`config.mk`:
```
export PLATFORM = sky130hd
export DESIGN_NAME = source_para_bank_flat
export DESIGN_NICKNAME = d
export VERILOG_FILES = /design/src/rtl/source_para_bank_if.sv /design/src/rtl/source_para_bank.sv /design/src/flat_wrapper.sv
export SDC_FILE = /design/constraint.sdc
export NUM_CORES = 2
export LEC_CHECK = 0
export ABC_AREA = 1
export BUFFER_PORTS_ARGS = -buffer_cell sky130_fd_sc_hd__buf_2
export CORE_ASPECT_RATIO = 1.5
export CORE_UTILIZATION = 40
export CTS_BUF_LIST = sky130_fd_sc_hd__clkbuf_16
export DETAILED_ROUTE_END_ITERATION = 6
export GPL_ROUTABILITY_DRIVEN = 0
export PLACE_DENSITY = 0.66
export SYNTH_ARGS = -nofsm -noshare
export SYNTH_HDL_FRONTEND = slang
export SYNTH_SLANG_ARGS = --single-unit
```
`constraint.sdc`:
```
create_clock -name clk -period 6.22 [get_ports clk]
set_input_delay 1.866 -clock clk [delete_from_list [all_inputs] [get_ports clk]]
set_output_delay 1.866 -clock clk [all_outputs]
set_load 0.1 [all_outputs]
```
`src/rtl/source_para_bank_if.sv`:
```
// Config write port of source_para_bank (host decoder = master, bank = slave).
// cfg_immediate exists only when SRC_PARA_IMMEDIATE_EN is defined.
interface source_para_bank_if #(
  parameter int CH_W   = 8,
  parameter int HEAD_W = 32,
  parameter int FLAG_W = 16,
  parameter int LEN_W  = 24
);
  logic              cfg_valid;
  logic              cfg_ready;
  logic [CH_W-1:0]   cfg_channel;
  logic [HEAD_W-1:0] cfg_head;
  logic [FLAG_W-1:0] cfg_flag;
  logic [LEN_W-1:0]  cfg_length;
  logic              cfg_scramble;
  logic              cfg_err;
`ifdef SRC_PARA_IMMEDIATE_EN
  logic              cfg_immediate;
`endif

  modport master (
`ifdef SRC_PARA_IMMEDIATE_EN
    output cfg_immediate,
`endif
    output cfg_valid, cfg_channel, cfg_head, cfg_flag, cfg_length, cfg_scramble,
    input  cfg_ready, cfg_err
  );

  modport slave (
`ifdef SRC_PARA_IMMEDIATE_EN
    input  cfg_immediate,
`endif
    input  cfg_valid, cfg_channel, cfg_head, cfg_flag, cfg_length, cfg_scramble,
    output cfg_ready, cfg_err
  );
endinterface

```
`src/rtl/source_para_bank.sv`:
```
// Multi-channel shadow/active source-parameter bank; shadow writes apply at each channel's packet boundary.
// Optional SRC_PARA_IMMEDIATE_EN adds cfg_immediate for writes that load the active set directly.
module source_para_bank #(
  parameter int NUM_CH  = 8,
  parameter int CH_W    = 8,
  parameter int CH_BASE = 0,
  parameter int HEAD_W  = 32,
  parameter int FLAG_W  = 16,
  parameter int LEN_W   = 24
) (
  input  logic                     clk,
  input  logic                     rst,
  source_para_bank_if.slave        cfg,
  input  logic [NUM_CH-1:0]        pkt_boundary,
  output logic [NUM_CH*HEAD_W-1:0] act_head,
  output logic [NUM_CH*FLAG_W-1:0] act_flag,
  output logic [NUM_CH*LEN_W-1:0]  act_length,
  output logic [NUM_CH-1:0]        act_scramble,
  output logic [NUM_CH-1:0]        pending,
  output logic [NUM_CH-1:0]        updated,
  input  logic [CH_W-1:0]          rd_channel,
  output logic [HEAD_W-1:0]        rd_head,
  output logic [FLAG_W-1:0]        rd_flag,
  output logic [LEN_W-1:0]         rd_length,
  output logic                     rd_scramble
);

  typedef enum logic {IDLE = 1'b0, ARMED = 1'b1} slot_state_e;

  localparam logic [CH_W:0] BASE_X = (CH_W+1)'(CH_BASE);
  localparam logic [CH_W:0] NUM_X  = (CH_W+1)'(NUM_CH);

  slot_state_e state_q [NUM_CH];
  slot_state_e state_d [NUM_CH];

  logic [NUM_CH*HEAD_W-1:0] shadow_head;
  logic [NUM_CH*FLAG_W-1:0] shadow_flag;
  logic [NUM_CH*LEN_W-1:0]  shadow_length;
  logic [NUM_CH-1:0]        shadow_scramble;

  logic [CH_W:0]       cfg_slot;
  logic [CH_W:0]       rd_slot;
  logic                cfg_in_range;
  logic                rd_in_range;
  logic                imm;
  logic                accept;
  logic [NUM_CH-1:0]   cfg_sel;
  logic [NUM_CH-1:0]   wr_en;
  logic [NUM_CH-1:0]   imm_en;
  logic [NUM_CH-1:0]   apply_en;
  logic [HEAD_W-1:0]   rd_head_d;
  logic [FLAG_W-1:0]   rd_flag_d;
  logic [LEN_W-1:0]    rd_length_d;
  logic                rd_scramble_d;

  // Channel numbers are rebased at one extra bit so channels below CH_BASE wrap high and fail the range test.
  assign cfg_slot     = {1'b0, cfg.cfg_channel} - BASE_X;
  assign cfg_in_range = ({1'b0, cfg.cfg_channel} >= BASE_X) && (cfg_slot < NUM_X);
  assign rd_slot      = {1'b0, rd_channel} - BASE_X;
  assign rd_in_range  = ({1'b0, rd_channel} >= BASE_X) && (rd_slot < NUM_X);

`ifdef SRC_PARA_IMMEDIATE_EN
  assign imm = cfg.cfg_immediate;
`else
  assign imm = 1'b0;
`endif

  always_comb begin
    cfg_sel  = '0;
    apply_en = '0;
    for (int i = 0; i < NUM_CH; i++) begin
      cfg_sel[i]  = cfg_in_range && (cfg_slot == (CH_W+1)'(i));
      apply_en[i] = (state_q[i] == ARMED) && pkt_boundary[i];
    end
  end

  assign accept = cfg.cfg_valid && cfg.cfg_ready;
  assign wr_en  = accept ? cfg_sel : '0;
  assign imm_en = imm ? wr_en : '0;

  always_ff @(posedge clk) begin
    if (rst) begin
      for (int i = 0; i < NUM_CH; i++) state_q[i] <= IDLE;
    end else begin
      state_q <= state_d;
    end
  end

  // An immediate write lands in the active set, so it leaves the slot idle even if a boundary arrives too.
  always_comb begin
    state_d = state_q;
    for (int i = 0; i < NUM_CH; i++) begin
      if (wr_en[i]) state_d[i] = imm ? IDLE : ARMED;
      else if (apply_en[i]) state_d[i] = IDLE;
    end
  end

  always_comb begin
    pending = '0;
    for (int i = 0; i < NUM_CH; i++) pending[i] = (state_q[i] == ARMED);
    cfg.cfg_ready = !rst && (!cfg_in_range || imm || ((pending & cfg_sel) == '0));
  end

  always_comb begin
    rd_head_d     = '0;
    rd_flag_d     = '0;
    rd_length_d   = '0;
    rd_scramble_d = 1'b0;
    for (int i = 0; i < NUM_CH; i++) begin
      if (rd_in_range && (rd_slot == (CH_W+1)'(i))) begin
        rd_head_d     = act_head[i*HEAD_W +: HEAD_W];
        rd_flag_d     = act_flag[i*FLAG_W +: FLAG_W];
        rd_length_d   = act_length[i*LEN_W +: LEN_W];
        rd_scramble_d = act_scramble[i];
      end
    end
  end

  always_ff @(posedge clk) begin
    if (rst) begin
      shadow_head     <= '0;
      shadow_flag     <= '0;
      shadow_length   <= '0;
      shadow_scramble <= '0;
      act_head        <= '0;
      act_flag        <= '0;
      act_length      <= '0;
      act_scramble    <= '0;
      updated         <= '0;
      cfg.cfg_err     <= 1'b0;
      rd_head         <= '0;
      rd_flag         <= '0;
      rd_length       <= '0;
      rd_scramble     <= 1'b0;
    end else begin
      cfg.cfg_err <= accept && !cfg_in_range;
      updated     <= apply_en | imm_en;
      for (int i = 0; i < NUM_CH; i++) begin
        if (wr_en[i]) begin
          shadow_head[i*HEAD_W +: HEAD_W] <= cfg.cfg_head;
          shadow_flag[i*FLAG_W +: FLAG_W] <= cfg.cfg_flag;
          shadow_length[i*LEN_W +: LEN_W] <= cfg.cfg_length;
          shadow_scramble[i]              <= cfg.cfg_scramble;
        end
        if (imm_en[i]) begin
          act_head[i*HEAD_W +: HEAD_W] <= cfg.cfg_head;
          act_flag[i*FLAG_W +: FLAG_W] <= cfg.cfg_flag;
          act_length[i*LEN_W +: LEN_W] <= cfg.cfg_length;
          act_scramble[i]              <= cfg.cfg_scramble;
        end else if (apply_en[i]) begin
          act_head[i*HEAD_W +: HEAD_W] <= shadow_head[i*HEAD_W +: HEAD_W];
          act_flag[i*FLAG_W +: FLAG_W] <= shadow_flag[i*FLAG_W +: FLAG_W];
          act_length[i*LEN_W +: LEN_W] <= shadow_length[i*LEN_W +: LEN_W];
          act_scramble[i]              <= shadow_scramble[i];
        end
      end
      rd_head     <= rd_head_d;
      rd_flag     <= rd_flag_d;
      rd_length   <= rd_length_d;
      rd_scramble <= rd_scramble_d;
    end
  end

endmodule
```
`src/flat_wrapper.sv`:
```
// flat-port wrapper written by rule: the top's interface ports become plain ports
module source_para_bank_flat 
#(
  parameter int NUM_CH  = 8,
  parameter int CH_W    = 8,
  parameter int CH_BASE = 0,
  parameter int HEAD_W  = 32,
  parameter int FLAG_W  = 16,
  parameter int LEN_W   = 24
)
  (clk, rst, pkt_boundary, act_head, act_flag, act_length, act_scramble, pending, updated, rd_channel, rd_head, rd_flag, rd_length, rd_scramble, cfg_cfg_valid, cfg_cfg_channel, cfg_cfg_head, cfg_cfg_flag, cfg_cfg_length, cfg_cfg_scramble, cfg_cfg_ready, cfg_cfg_err);
  source_para_bank_if #(.CH_W(CH_W), .HEAD_W(HEAD_W), .FLAG_W(FLAG_W), .LEN_W(LEN_W)) cfg_i ();
  input  logic clk;
  input  logic rst;
  input  logic [NUM_CH-1:0] pkt_boundary;
  output logic [NUM_CH*HEAD_W-1:0] act_head;
  output logic [NUM_CH*FLAG_W-1:0] act_flag;
  output logic [NUM_CH*LEN_W-1:0] act_length;
  output logic [NUM_CH-1:0] act_scramble;
  output logic [NUM_CH-1:0] pending;
  output logic [NUM_CH-1:0] updated;
  input  logic [CH_W-1:0] rd_channel;
  output logic [HEAD_W-1:0] rd_head;
  output logic [FLAG_W-1:0] rd_flag;
  output logic [LEN_W-1:0] rd_length;
  output logic rd_scramble;
  input wire logic [$bits(cfg_i.cfg_valid)-1:0] cfg_cfg_valid;
  input wire logic [$bits(cfg_i.cfg_channel)-1:0] cfg_cfg_channel;
  input wire logic [$bits(cfg_i.cfg_head)-1:0] cfg_cfg_head;
  input wire logic [$bits(cfg_i.cfg_flag)-1:0] cfg_cfg_flag;
  input wire logic [$bits(cfg_i.cfg_length)-1:0] cfg_cfg_length;
  input wire logic [$bits(cfg_i.cfg_scramble)-1:0] cfg_cfg_scramble;
  output wire logic [$bits(cfg_i.cfg_ready)-1:0] cfg_cfg_ready;
  output wire logic [$bits(cfg_i.cfg_err)-1:0] cfg_cfg_err;
  assign cfg_i.cfg_valid = cfg_cfg_valid;
  assign cfg_i.cfg_channel = cfg_cfg_channel;
  assign cfg_i.cfg_head = cfg_cfg_head;
  assign cfg_i.cfg_flag = cfg_cfg_flag;
  assign cfg_i.cfg_length = cfg_cfg_length;
  assign cfg_i.cfg_scramble = cfg_cfg_scramble;
  assign cfg_cfg_ready = cfg_i.cfg_ready;
  assign cfg_cfg_err = cfg_i.cfg_err;
  source_para_bank #(.NUM_CH(NUM_CH), .CH_W(CH_W), .CH_BASE(CH_BASE), .HEAD_W(HEAD_W), .FLAG_W(FLAG_W), .LEN_W(LEN_W)) u_core (.clk(clk), .rst(rst), .cfg(cfg_i), .pkt_boundary(pkt_boundary), .act_head(act_head), .act_flag(act_flag), .act_length(act_length), .act_scramble(act_scramble), .pending(pending), .updated(updated), .rd_channel(rd_channel), .rd_head(rd_head), .rd_flag(rd_flag), .rd_length(rd_length), .rd_scramble(rd_scramble));
endmodule
```
==> impl_metrics.py <==
metrics = {
    "power_and_ir_drop": {
        "internal_power_mw": 11.9,
        "seq_power_share_pct": 52.1,
        "total_power_mw": 15.5,
        "switching_share_pct": 23.0,
        "clkPwrFrac_pct": 45.3,
        "power.density_mw_per_mm2": 267,
        "leakagePower_nw": 29.4,
        "p_comb_share_pct": 2.5,
        "p_sw_mw": 3.55,
        "ir_worst_vdd_mv": 0.241,
    },
    "timing": {
        "finalCritPeriodShare_pct": 90.9,
        "slew_headroom_pct": 20.7,
        "grt_setup_unrepaired": "false",
        "clock.fmax_mhz": 177,
        "setup_viol": 0,
        "fin_crit_ns": 5.65,
        "maxSlewViolCount": 0,
        "worstMarginPinSlew_ns": 1.19,
        "finalHoldViolCount": 0,
        "tns_ns": 0,
        "finClkSkew_ns": 0.0346,
    },
    "floorplanning": {
        "core-area_sq_mm": 0.124,
        "dieArea_sq_mm": 0.127,
        "initial_core_util_pct": 40.5,
        "fp-row-count": 158,
        "ios": 775,
        "die_h_um": 436,
        "die_width_um": 291,
    },
    "route": {
        "ant_nets": 0,
        "vias_per_cell": 5.03,
        "drc": 0,
        "dr.first_iter.drc_count": 4236,
        "num_vias": 46400,
        "firstDrtPassIters": 5,
        "routed_wl_mm": 182,
        "wire_per_inst_um": 19.7,
    },
    "clock_network": {
        "clockRootBuffer": "clkbuf_16",
        "cts_sinks": 1258,
        "cts_setup_buffers": 0,
        "cts_tree": "yes",
        "cts_buffers": 115,
        "ctsHoldBuffers": 0,
        "h-tree-depth": 3,
        "clock_latency_ns": 0.74,
        "clk_pin_slew_worst_paths_ns": 0.06,
        "cts_buffer_depth": 3,
        "cts.repair.resized": 0,
    },
    "critical_path": {
        "worstSetupStartpointType": "primary input",
        "crit_arrival_ns": 3.79,
        "crit_chain": "buf_2, nor2_1, nand3_1, nor2_2, nand2_1, nand2_2, nor2_8, nand2_1, nor2_1, buf_2",
        "ff2ff_path_depth": 5,
        "critical_path_class": "in2out",
        "slowest_delay_ns": 0.47,
        "path_buf_inv": 2,
        "r2r_end": "u_core.act_length[49]",
        "crit_path_max_fanout": 9,
        "worstPathRequired_ns": 4.35,
        "crit_family": "simple AND/OR/NAND/NOR gates",
        "worstReg2RegStart": "u_core.pending[2]",
        "r2r_slack_ns": 3.60,
        "cp-end-kind": "output pin",
        "slowest_stage": "nor2_1",
    },
    "finish": {
        "final_common_cell": "nand2_1",
        "final_cell_mix": "nand2_1 (1,483), nor2_1 (1,397), dfxtp_1 (1,258)",
        "nNetsFinal": 7628,
        "areaGrowthSynthToFinish_pct": 15.5,
        "drive_gt1_share_pct": 13.7,
    },
    "global_routing": {
        "first_global_vias": 42400,
        "grt_start_max_net_pins": 154,
        "track_usage_pct": 27.9,
        "antenna_found_initial": 10,
        "grt_first_pass_wirelength_mm": 270,
        "grt_overflow": 0,
    },
    "synth": {
        "ys_seq_elements": 1258,
        "yosysWarnings": 0,
        "synth-adder-area-share_pct": 0,
        "synthMuxAreaShare_pct": 0,
        "synth_nets": 7211,
        "synth_xor_xnor_area_share_pct": 0,
        "synthesis.area_sq_mm": 0.0502,
        "synthSimpleGateAreaFrac_pct": 24.8,
        "synth_area_per_cell_sq_um": 7.06,
        "seq_area_frac_synth_pct": 50.2,
        "synth_top_family_by_area": "simple AND/OR/NAND/NOR gates",
        "postSynthCellCount": 7111,
        "synth_compound_area_share_pct": 13.4,
        "yosysUniqueCellTypes": 27,
    },
    "worst_hold_path": {
        "hold_class": "reg2reg",
        "hp-start": "u_core.shadow_head[11]",
        "holdPathStages": 2,
        "hold_path_end": "u_core.act_head[11]",
    },
    "place": {
        "port_buffers": 774,
        "dp_hpwl_mm": 118,
    },
    "flow_run": {
        "drv_cap": 0,
    },
    "run_status": {
        "status": "finished clean",
    },
}
[worst max-delay path by stage]
stage | from | to | slack, ns | depth (start not counted)
2_1_floorplan | cfg_cfg_channel[5] | cfg_cfg_ready | 0.46 | 8
3_3_place_gp | cfg_cfg_channel[6] | cfg_cfg_ready | 0.72 | 10
3_5_place_dp | cfg_cfg_channel[7] | cfg_cfg_ready | 0.71 | 10
4_1_cts | cfg_cfg_channel[7] | cfg_cfg_ready | 0.71 | 10
5_1_grt | cfg_cfg_channel[7] | cfg_cfg_ready | 0.55 | 10
6_report | cfg_cfg_channel[7] | cfg_cfg_ready | 0.57 | 10
[power groups by stage]
stage | sequential [mW] | clock (mW) | combinational [mW]
after floorplan | 8.27 | 0 | 0.226
after detailed placement | 8.25 | 0 | 0.385
after global routing | 8.06 | 7.46 | 0.416
after CTS | 8.06 | 7.14 | 0.386
after global placement | 8.25 | 0 | 0.383
final | 8.06 | 7.01 | 0.390
[cell usage after synthesis]
| master | count | area share, % |
|---|---|---|
| nand2_1 | 1487 | 11 |
| nor2_1 | 1399 | 10 |
| dfxtp_1 | 1258 | 50 |
| inv_1 | 842 | 6.3 |
| a21oi_1 | 646 | 6.4 |
| o21ai_0 | 634 | 6.3 |
| clkbuf_1 | 312 | 2.3 |
| nand3_1 | 151 | 1.5 |
| buf_2 | 108 | 1.1 |
| nand4_1 | 74 | 0.92 |
| buf_6 | 56 | 1.3 |
| clkbuf_2 | 43 | 0.43 |
| o211ai_1 | 42 | 0.63 |
| buf_1 | 11 | 0.082 |
| buf_4 | 8 | 0.12 |
| nand4_4 | 8 | 0.34 |
| inv_2 | 6 | 0.045 |
| nand2_2 | 5 | 0.062 |
| or2_0 | 5 | 0.062 |
| nor2_2 | 4 | 0.050 |
| nor2_4 | 3 | 0.067 |
| or2_2 | 3 | 0.037 |
| nor2_8 | 2 | 0.080 |
| and2_1 | 1 | 0.012 |
| clkinv_1 | 1 | 0.0075 |
| nor3_4 | 1 | 0.032 |
| nor3b_2 | 1 | 0.025 |
[worst register-to-register path: stages, from the launching register on]
cell and delay [ns]:
dfxtp_1 0.38, nand2_4 0.49, clkinv_2 0.94, buf_4 0.49
o21ai_0 0.16, a21oi_1 0.06
[through the flow]
step / hold WS [ns] / util (%) / worst slack (ns) / cells / cell area [sq um]
after floorplan: 0.430 / - / 0.459 / 7111 / 50200
after global placement: 0.435 / 43.8 / 0.717 / 9011 / 54300
after detailed placement: 0.441 / 43.8 / 0.712 / 9011 / 54300
after CTS: 0.430 / 46.8 / 0.707 / 9220 / 58000
after global routing: 0.454 / 46.8 / 0.552 / 9227 / 58000
final: 0.440 / 46.8 / 0.567 / 9231 / 58000
[sequential cells by signal, summed over array words and instances, names as in the netlist]
| signal | flops |
|---|---|
| u_core.act_flag | 128 |
| u_core.act_head | 256 |
| u_core.act_length | 192 |
| u_core.act_scramble | 8 |
| u_core.cfg.cfg_err | 1 |
| u_core.pending | 8 |
| u_core.rd_flag | 16 |
| u_core.rd_head | 32 |
| u_core.rd_length | 24 |
| u_core.rd_scramble | 1 |
| u_core.shadow_flag | 128 |
| u_core.shadow_head | 256 |
| u_core.shadow_length | 192 |
| u_core.shadow_scramble | 8 |
| u_core.updated | 8 |
[layer usage]
metal / part of all wire, % / vias up / wire, um / GRT usage [%]
li1: - / 22700 / - / -
met1: 40 / 21400 / 73300 / 33.8
met2: 46 / 1900 / 83500 / 45.7
met3: 8.4 / 399 / 15300 / 6.03
met4: 5.6 / 4 / 10300 / 15.8
met5: 0.018 / - / 33 / 0
[layout make-up]
class                           instances  area [sq um]
Tap cell                             1600          2000
Antenna cell                           11          27.5
Multi-Input combinational cell       4466         19200
Timing Repair Buffer                  838          4700
Clock buffer                          117          2930
Clock inverter                         92           704
Fill cell                           12400         66000
Sequential cell                      1258         25200
Inverter                              849          3220
[cell families (layout without fill, tap and decap cells)]
family / count (synthesis) / in the layout
flip-flops: 1258 / 1258
AO/OA/AOI/OAI: 1322 / 1322
other: 0 / 11
buffers and inverters: 1387 / 1896
AND/OR/NAND/NOR: 3144 / 3144
Note: power is estimated with default switching activity, not from simulation.
